`src/rtl/add_tree_pkg.sv`:
```
// Shared widths, defaults and elaboration helpers for the pipelined adder tree.
// Defaults match the motion-estimation SAD datapath (14-bit |diff|, 8 per row).
package add_tree_pkg;

  localparam int DEF_EBD = 14;
  localparam int DEF_N   = 8;
  localparam int DEF_OBD = 17;
  localparam int MAX_N   = 64;

  function automatic int clog2(input int v);
    int r;
    r = 0;
    for (int i = 0; i < 31; i++) begin
      if ((1 << i) < v) r = i + 1;
    end
    return r;
  endfunction

  // Element count must split evenly at every tree level.
  function automatic bit params_ok(input int ebd, input int n, input int obd);
    return (ebd > 0) && (n >= 2) && (n <= MAX_N) && ((n & (n - 1)) == 0) && (obd >= ebd);
  endfunction

endpackage

```
`src/rtl/add_tree_level.sv`:
```
// One registered pairwise-add level: PAIRS sums of IN_W-bit operands, 1 bit wider out.
// Flags travel alongside the sums; everything holds while adv is low.
module add_tree_level
  import add_tree_pkg::*;
#(
  parameter int IN_W  = DEF_EBD,
  parameter int PAIRS = DEF_N / 2
) (
  input  logic                      clk,
  input  logic                      rst_n,
  input  logic                      adv,
  input  logic [2*PAIRS*IN_W-1:0]   in_dat,
  input  logic                      in_vld,
  input  logic                      in_first,
  input  logic                      in_last,
  output logic [PAIRS*(IN_W+1)-1:0] out_dat,
  output logic                      out_vld,
  output logic                      out_first,
  output logic                      out_last
);

  localparam int OUT_W = IN_W + 1;

  logic [PAIRS*OUT_W-1:0] sum_d, sum_q;
  logic                   vld_d, vld_q;
  logic                   first_d, first_q;
  logic                   last_d, last_q;

  always_comb begin
    sum_d   = sum_q;
    vld_d   = vld_q;
    first_d = first_q;
    last_d  = last_q;
    if (adv) begin
      vld_d   = in_vld;
      first_d = in_first;
      last_d  = in_last;
      // Bubbles leave the data registers untouched to avoid needless toggling.
      if (in_vld) begin
        for (int p = 0; p < PAIRS; p++) begin
          sum_d[p*OUT_W +: OUT_W] = OUT_W'(in_dat[2*p*IN_W +: IN_W])
                                  + OUT_W'(in_dat[(2*p+1)*IN_W +: IN_W]);
        end
      end
    end
  end

  always_ff @(posedge clk or negedge rst_n) begin
    if (!rst_n) begin
      sum_q   <= '0;
      vld_q   <= 1'b0;
      first_q <= 1'b0;
      last_q  <= 1'b0;
    end else begin
      sum_q   <= sum_d;
      vld_q   <= vld_d;
      first_q <= first_d;
      last_q  <= last_d;
    end
  end

  assign out_dat   = sum_q;
  assign out_vld   = vld_q;
  assign out_first = first_q;
  assign out_last  = last_q;

endmodule

```
`src/rtl/add_tree_acc.sv`:
```
// Pipelined unsigned adder tree with first/last block accumulation and saturate/wrap output.
// Latency log2(N)+1 cycles; any output back-pressure stalls every stage at once.
module add_tree_acc
  import add_tree_pkg::*;
#(
  parameter int ELEMENT_BIT_DEPTH = DEF_EBD,
  parameter int NUM_ELEMENTS      = DEF_N,
  parameter int OUT_BIT_DEPTH     = DEF_OBD,
  parameter int SATURATE          = 1
) (
  input  logic                                    clk,
  input  logic                                    rst_n,
  input  logic [ELEMENT_BIT_DEPTH*NUM_ELEMENTS-1:0] addend_array,
  input  logic                                    in_valid,
  input  logic                                    in_first,
  input  logic                                    in_last,
  output logic                                    in_ready,
  output logic [OUT_BIT_DEPTH-1:0]                out_sum,
  output logic                                    out_sat,
  output logic                                    out_valid,
  input  logic                                    out_ready
);

  localparam int L      = clog2(NUM_ELEMENTS);
  localparam int TREE_W = ELEMENT_BIT_DEPTH + L;
  localparam int FULL_W = OUT_BIT_DEPTH + ELEMENT_BIT_DEPTH + L + 1;
  localparam logic [OUT_BIT_DEPTH-1:0] OUT_MAX = '1;

  if (!params_ok(ELEMENT_BIT_DEPTH, NUM_ELEMENTS, OUT_BIT_DEPTH)) begin : g_bad_params
    $error("add_tree_acc: NUM_ELEMENTS must be a power of 2 in 2..64 and OUT_BIT_DEPTH >= ELEMENT_BIT_DEPTH");
  end

  logic adv;
  logic out_valid_d, out_valid_q;

  assign adv      = ~out_valid_q | out_ready;
  assign in_ready = adv;

  for (genvar k = 0; k < L; k++) begin : g_lvl
    localparam int IN_W  = ELEMENT_BIT_DEPTH + k;
    localparam int PAIRS = NUM_ELEMENTS >> (k + 1);

    logic [2*PAIRS*IN_W-1:0]   src_dat;
    logic                      src_vld, src_first, src_last;
    logic [PAIRS*(IN_W+1)-1:0] lvl_dat;
    logic                      lvl_vld, lvl_first, lvl_last;

    if (k == 0) begin : g_head
      assign src_dat   = addend_array;
      assign src_vld   = in_valid;
      assign src_first = in_first;
      assign src_last  = in_last;
    end else begin : g_link
      assign src_dat   = g_lvl[k-1].lvl_dat;
      assign src_vld   = g_lvl[k-1].lvl_vld;
      assign src_first = g_lvl[k-1].lvl_first;
      assign src_last  = g_lvl[k-1].lvl_last;
    end

    add_tree_level #(
      .IN_W  (IN_W),
      .PAIRS (PAIRS)
    ) u_level (
      .clk       (clk),
      .rst_n     (rst_n),
      .adv       (adv),
      .in_dat    (src_dat),
      .in_vld    (src_vld),
      .in_first  (src_first),
      .in_last   (src_last),
      .out_dat   (lvl_dat),
      .out_vld   (lvl_vld),
      .out_first (lvl_first),
      .out_last  (lvl_last)
    );
  end

  logic [TREE_W-1:0] tree_sum;
  logic              tree_vld, tree_first, tree_last;

  assign tree_sum   = g_lvl[L-1].lvl_dat;
  assign tree_vld   = g_lvl[L-1].lvl_vld;
  assign tree_first = g_lvl[L-1].lvl_first;
  assign tree_last  = g_lvl[L-1].lvl_last;

  logic [OUT_BIT_DEPTH-1:0] acc_d, acc_q;
  logic                     sat_acc_d, sat_acc_q;
  logic [OUT_BIT_DEPTH-1:0] out_sum_d, out_sum_q;
  logic                     out_sat_d, out_sat_q;
  logic [OUT_BIT_DEPTH-1:0] acc_base;
  logic [FULL_W-1:0]        full;
  logic                     ovf;
  logic [OUT_BIT_DEPTH-1:0] acc_next;
  logic                     sat_next;

  always_comb begin
    acc_base  = tree_first ? '0 : acc_q;
    full      = FULL_W'(acc_base) + FULL_W'(tree_sum);
    ovf       = full > FULL_W'(OUT_MAX);
    acc_next  = ((SATURATE != 0) && ovf) ? OUT_MAX : full[OUT_BIT_DEPTH-1:0];
    sat_next  = (~tree_first & sat_acc_q) | ovf;

    acc_d       = acc_q;
    sat_acc_d   = sat_acc_q;
    out_sum_d   = out_sum_q;
    out_sat_d   = out_sat_q;
    out_valid_d = out_valid_q;
    if (adv) begin
      // adv with out_valid high implies the consumer took the current result.
      out_valid_d = 1'b0;
      if (tree_vld) begin
        acc_d     = acc_next;
        sat_acc_d = sat_next;
        if (tree_last) begin
          out_sum_d   = acc_next;
          out_sat_d   = sat_next;
          out_valid_d = 1'b1;
        end
      end
    end
  end

  always_ff @(posedge clk or negedge rst_n) begin
    if (!rst_n) begin
      acc_q       <= '0;
      sat_acc_q   <= 1'b0;
      out_sum_q   <= '0;
      out_sat_q   <= 1'b0;
      out_valid_q <= 1'b0;
    end else begin
      acc_q       <= acc_d;
      sat_acc_q   <= sat_acc_d;
      out_sum_q   <= out_sum_d;
      out_sat_q   <= out_sat_d;
      out_valid_q <= out_valid_d;
    end
  end

  assign out_sum   = out_sum_q;
  assign out_sat   = out_sat_q;
  assign out_valid = out_valid_q;

endmodule

```
`config.mk`:
```
export PLATFORM = sky130hd
export DESIGN_NAME = add_tree_acc
export DESIGN_NICKNAME = d
export VERILOG_FILES = /design/src/rtl/add_tree_pkg.sv /design/src/rtl/add_tree_level.sv /design/src/rtl/add_tree_acc.sv
export SDC_FILE = /design/constraint.sdc
export NUM_CORES = 1
export LEC_CHECK = 0
export CAP_MARGIN = 15
export CORE_MARGIN = 5
export CORE_UTILIZATION = 35
export DETAILED_ROUTE_END_ITERATION = 6
export GPL_TIMING_DRIVEN = 0
export PLACE_DENSITY = 0.6
export SKIP_LAST_GASP = 1
export SLEW_MARGIN = 20
export SYNTH_ARGS = -nofsm -noshare
export SYNTH_HDL_FRONTEND = slang
export SYNTH_SLANG_ARGS = --single-unit
```
`constraint.sdc`:
```
create_clock -name clk -period 3.83 [get_ports clk]
set_input_delay 0.5745 -clock clk [delete_from_list [all_inputs] [get_ports clk]]
set_output_delay 0.5745 -clock clk [all_outputs]
set_load 0.01 [all_outputs]
```
Word-level counts from Yosys, hierarchy flattened. Cells that the tools add are included.

Input bits: 118. Register bits after elaboration: 155. Output and inout bits: 20.

Bitwise logic cells: 5. Order comparisons: 1. Multiplexer cells: 4. Reduce and logical (&&, ||, !) cells: 5. Add/sub/neg operators: 8.

Operator list (number): 14-bit by 14-bit adder with 15-bit output (4); 17-bit 2-to-1 mux (2); 15-bit by 15-bit adder with 16-bit output (2); 17-bit by 17-bit adder with 18-bit output (1); 18-bit by 17-bit greater-than comparator with 1-bit output, second input constant (1); 16-bit by 16-bit adder with 17-bit output (1); 2-bit AND reduction (4); 3-bit AND reduction (1); 1-bit 2-to-1 mux (2); 1-bit inverter (2); 1-bit bitwise OR (2); 1-bit bitwise AND (1).

Longest topological paths before layout.
Depth after elaboration: 4. Gate-level depth with buffers: 12. Depth with buffers taken out: 11.

By module. A second synthesis with hierarchy kept.

Cells, all modules: 1312. Area total of the unflattened synthesis: 11549.8 µm².

Modules (own cells, without submodules): add_tree_level at g_lvl[0].u_level (instances 1, cells each 542, area each 4769.6 µm²); add_tree_level at g_lvl[1].u_level (instances 1, cells each 308, area each 2725.1 µm²); add_tree_acc (instances 1, cells each 287, area each 2509.9 µm²); add_tree_level at g_lvl[2].u_level (instances 1, cells each 175, area each 1545.2 µm²).

Worst setup path after synthesis. Ideal clock, no wire load.

Kind: reg2reg. Start: reg g_lvl[2].u_level.first_q. End: reg acc_q[15]. Arrival time: 2.728 ns. Library setup time: 0.125 ns. Slack: 0.977 ns. Stages on the path, launching flop included: 13. Required time: 3.705 ns. Path buffers: 3. Path through: dfrtp_1 -> clkbuf_1 -> nor2b_1 -> ha_1 -> buf_2 -> a21o_1 -> a31o_2 -> a31o_2 -> o21ai_1 -> a21oi_1 -> buf_2 -> a31o_2 -> mux2_2.

Longest elaborated chain between the ends: 4.

RTL lines: start: declaration (RTL line add_tree_level.sv:26) `logic first_d, first_q;`; start signal: assignment (RTL line add_tree_level.sv:57) `first_q <= first_d;`; 17-bit 2-to-1 mux (*) (RTL line add_tree_acc.sv:97) `acc_base = tree_first ? '0 : acc_q;`; 17-bit by 17-bit adder with 18-bit output (*) (RTL line add_tree_acc.sv:98) `full = FULL_W'(acc_base) + FULL_W'(tree_sum);`; 18-bit by 17-bit greater-than comparator with 1-bit output (RTL line add_tree_acc.sv:99) `ovf = full > FULL_W'(OUT_MAX);`; 17-bit 2-to-1 mux (*) (RTL line add_tree_acc.sv:100) `acc_next = ((SATURATE != 0) && ovf) ? OUT_MAX : full[OUT_BIT_DEPTH-1:0];`; end signal: assignment (RTL line add_tree_acc.sv:125) `acc_q <= '0;`; end signal: assignment (RTL line add_tree_acc.sv:131) `acc_q <= acc_d;`; end: declaration (RTL line add_tree_acc.sv:86) `logic [OUT_BIT_DEPTH-1:0] acc_d, acc_q;`.

Every way passes the cells marked *; elsewhere a longest branch is shown, timed or not. A chain may end at the register's enable or synchronous reset.

Final worst setup path.
Start: in out_ready. End: out in_ready.

Longest elaborated chain between the ends: 1.

RTL lines: start: declaration (RTL line add_tree_acc.sv:21) `input logic out_ready`; 1-bit bitwise OR (RTL line add_tree_acc.sv:36) `assign adv = ~out_valid_q | out_ready;`; end: declaration (RTL line add_tree_acc.sv:17) `output logic in_ready,`.

No other way between the ends.

==> run summary <==
status: finished, final reports clean
TritonCTS buffer count: 17
drt pass-1 iters: 4
area of the multi-input gates: 6570 um^2
Synthesized Nets: 1,458
CP max-delay cell: clkdlybuf4s50_1
register area: 3880 um^2
DR vias/cell: 5.00
post-CTS sizing: 0
design area: 13,200 um^2
Pint: 5.58 mW
Flop pwr share: 29.3%
crit-path max FO: 10
Post-synth ARST share: 100%
#FFs+latches synth: 155
RSZ-0062 raised after global routing: false
ratio of final minimum period to clock period: 92.9%
P_sw: 4.01 mW
Root Buffer: clkbuf_16
final clock skew: 0.0116 ns
Top FF cell, synth: dfrtp_1
CP Launch Type: primary input
Clock transition at path regs: 0.07 ns
Post-Route WL: 26,100 um
CTS Buffer Depth: 2
mapped cell area: 10,800 um^2
number of port buffers: 137
row count: 64
Final min period: 3.56 ns
DP Area: 12,700 um^2
first-pass GRT wire length: 43,600 um
clock group share of total power: 17.4%
post-synthesis sequential area ratio: 36.1%
post-DP HPWL: 21,300 um
vias in the first global route: 8,913
Leakage: 5.92 nW
Area Growth Syn to Fin: 23.2%
die area: 34,300 um^2
fraction of layout cells with a size suffix above 1: 4.70%
mux contribution to synthesized area: 1.68%
Max Cap Viol: 0
Post-Synthesis Cells: 1,213
final net count: 1,615
adder-cell share of the synthesized area: 15.3%
worst vdd ir: 0.000351 V
Sw Share: 41.8%
Synth Area in XOR/XNOR: 7.17%
Post-route DRC: 0
number of synthesized flops with an enable pin: 0
Fill cells: 3,007
Clock Latency Late Sink: 0.43 ns
Routed WL per cell: 14.7 um
largest family of logic cells by synthesized area: compound AO/OA/AOI/OAI gates
Slew headroom: 54.2%
final hold violation count: 0
GRT Util Overall: 15.4%
synth unique cells: 62
Worst EP arrival: 2.99 ns
I/O Pins: 138
antenna violations before repair: 0
Die Y-Extent: 185 um
biggest cell delay along the critical path: 0.65 ns
Hold Path Class: primary input to async pin
Final Non-Filler Cells: 1,779
placed insts: 1,747
Warnings, synthesis: 0
Initial Util: 35.3%
Avg Inst Size Synth: 8.87 um^2
DIE WIDTH: 185 um
worst reg-to-reg path cell count: 12
ANT cells: 0
PD cells: 724 nW/um^2
Setup CP Type: primary input to output port
final max-slew violation count: 0
worst path cell trace: clkdlybuf4s50_1 > nand2b_1 > clkbuf_1 > clkbuf_1 > clkdlybuf4s50_1
final setup fails: 0
Vias: 8,894
worst-margin pin slew: 0.688 ns
Core ar.: 30,400 um^2
f_max: 281 MHz
DRT iter0 DRCs: 419
largest net degree at the start of global routing: 80
DRT antenna net count: 0
Crit path required time: 3.26 ns
Worst setup EP type: output port
CTS Hold Bufs: 0
Overflow after GRT: 0
Setup Fix Bufs, Post-CTS: 0
CTS tree: yes
GP Congestion: 0.855
Comb pwr share: 53.2%
Clock Sinks: 155
Synth Area in Compound Gates: 21.6%
H-tree depth: 4
Post-Synth Simple-Gate Area: 15.3%
[cell type report]
cell class / count / area share, %
multi-input cells: 976 / 49.6
plain buffers: 36 / 1.04
repair buffers: 138 / 10.6
inverters: 46 / 1.30
clock buffers: 18 / 3.32
flip-flops and latches: 155 / 29.3
clock inverters: 14 / 1.15
well taps: 396 / 3.74
[worst max-delay path: cells and delay by family]
kind / cells / cell delay [ns]
AND/OR/NAND/NOR: 1 / 0.29
buffers and inverters: 4 / 2.11
[kinds of logic after synthesis]
logic type | after synthesis
buffers and inverters | 82
muxes | 16
xor gates and xnor gates | 88
and+or+nand+nor | 357
DFF | 155
adders and majority gates | 127
AOI/OAI and AO/OA | 388
[layout by cell type (no fill, tap or decap), types with 17 or more instances in the layout]
cell type	count
nand2b_1	19
inv_1	46
dfrtp_1	155
ha_1	119
nor2_1	52
a21oi_1	91
clkbuf_1	30
o21a_1	22
clkdlybuf4s50_1	136
xor2_1	51
xnor2_1	37
o21ai_0	164
nor2b_1	34
clkbuf_16	17
a21o_1	25
nand2_1	183
[sequential cells by signal (all words and copies together) (netlist names)]
name / flops
acc_q: 17
out_sat: 1
out_valid: 1
g_lvl.u_level.out_vld: 3
sat_acc_q: 1
g_lvl.u_level.out_first: 3
g_lvl.u_level.out_last: 3
out_sum: 17
g_lvl.u_level.out_dat: 109
[metal layers]
layer | share of wire (%) | vias up | GRT usage, %
li1 | - | 4641 | -
met4 | 0.70 | 0 | 2.79
met5 | 0 | - | 0
met2 | 47 | 162 | 25.6
met1 | 48 | 4077 | 21.1
met3 | 3.9 | 14 | 3.06
[power groups by stage]
| stage | Sequential [mW] | Clock (mW) | Combinational (mW) |
|---|---|---|---|
| 6_report | 2.81 | 1.67 | 5.11 |
| 5_1_grt | 2.89 | 1.78 | 5.83 |
| 4_1_cts | 2.82 | 1.71 | 5.14 |
| 3_5_place_dp | 2.84 | 0 | 5.11 |
| 3_3_place_gp | 2.82 | 0 | 5.04 |
| 2_1_floorplan | 2.70 | 0 | 3.78 |
[worst paths after layout]
kind / start / end / slack, ns
worst max register to register: g_lvl[2].u_level.out_first$_DFFE_PN0N_ / acc_q[15]$_DFFE_PN0P_ / 0.39
max in group asynchronous: rst_n / g_lvl[0].u_level.out_dat[46]$_DFFE_PN0P_ / 2.86
worst max-delay path: out_ready / in_ready / 0.27
min in group clk: out_sum[9]$_DFFE_PN0P_ / out_sum[9]$_DFFE_PN0P_ / 0.47
worst min-delay path: rst_n / out_sum[1]$_DFFE_PN0P_ / 0.10
worst min register to register: out_sum[9]$_DFFE_PN0P_ / out_sum[9]$_DFFE_PN0P_ / 0.47
[synth_stat cells (2+ instances only)]
cell	count	share of area [%]
nor4_1	6	0.35
dfrtp_1	155	36
buf_2	2	0.093
nor2_1	52	1.8
nand2_1	183	6.4
or4_1	3	0.21
and2_1	3	0.17
buf_1	4	0.14
a31o_2	4	0.33
inv_1	46	1.6
nand4b_1	3	0.24
a21o_1	25	1.7
o22ai_1	2	0.12
xnor2_1	37	3.0
o31ai_1	6	0.42
nand3_1	14	0.65
a41oi_1	2	0.16
fa_1	8	1.5
a21oi_1	91	4.2
a2111oi_0	3	0.24
or3_1	9	0.52
a211oi_1	14	0.98
o21a_1	22	1.5
or2_2	3	0.17
clkbuf_1	30	1.0
o211ai_1	10	0.70
mux2_2	16	1.7
and3_1	4	0.23
o21ai_0	164	7.6
ha_1	119	14
a211o_1	5	0.41
a31oi_1	11	0.64
xor2_1	51	4.2
nand3b_1	4	0.28
o41ai_1	2	0.16
nor2b_1	34	2.0
nand2b_1	19	1.1
o31a_1	2	0.16
o21bai_1	9	0.63
nor3_1	13	0.60
nor3b_1	2	0.14
[stage by stage]
step                util (%)  setup slack (ns)  hold slack (ns)  total power [mW]  TNS, ns
floorplan                  -             0.977            0.279              6.48        0
global placement        41.5             -4.24            0.457              7.86  -652.84
detailed placement      41.6             0.278            0.469              7.95        0
CTS                     43.5             0.271            0.146              9.68        0
global route            43.5             0.118            0.168              10.5        0
finish                  43.5             0.270            0.105              9.59        0
Power figures use the tool's default switching activity.
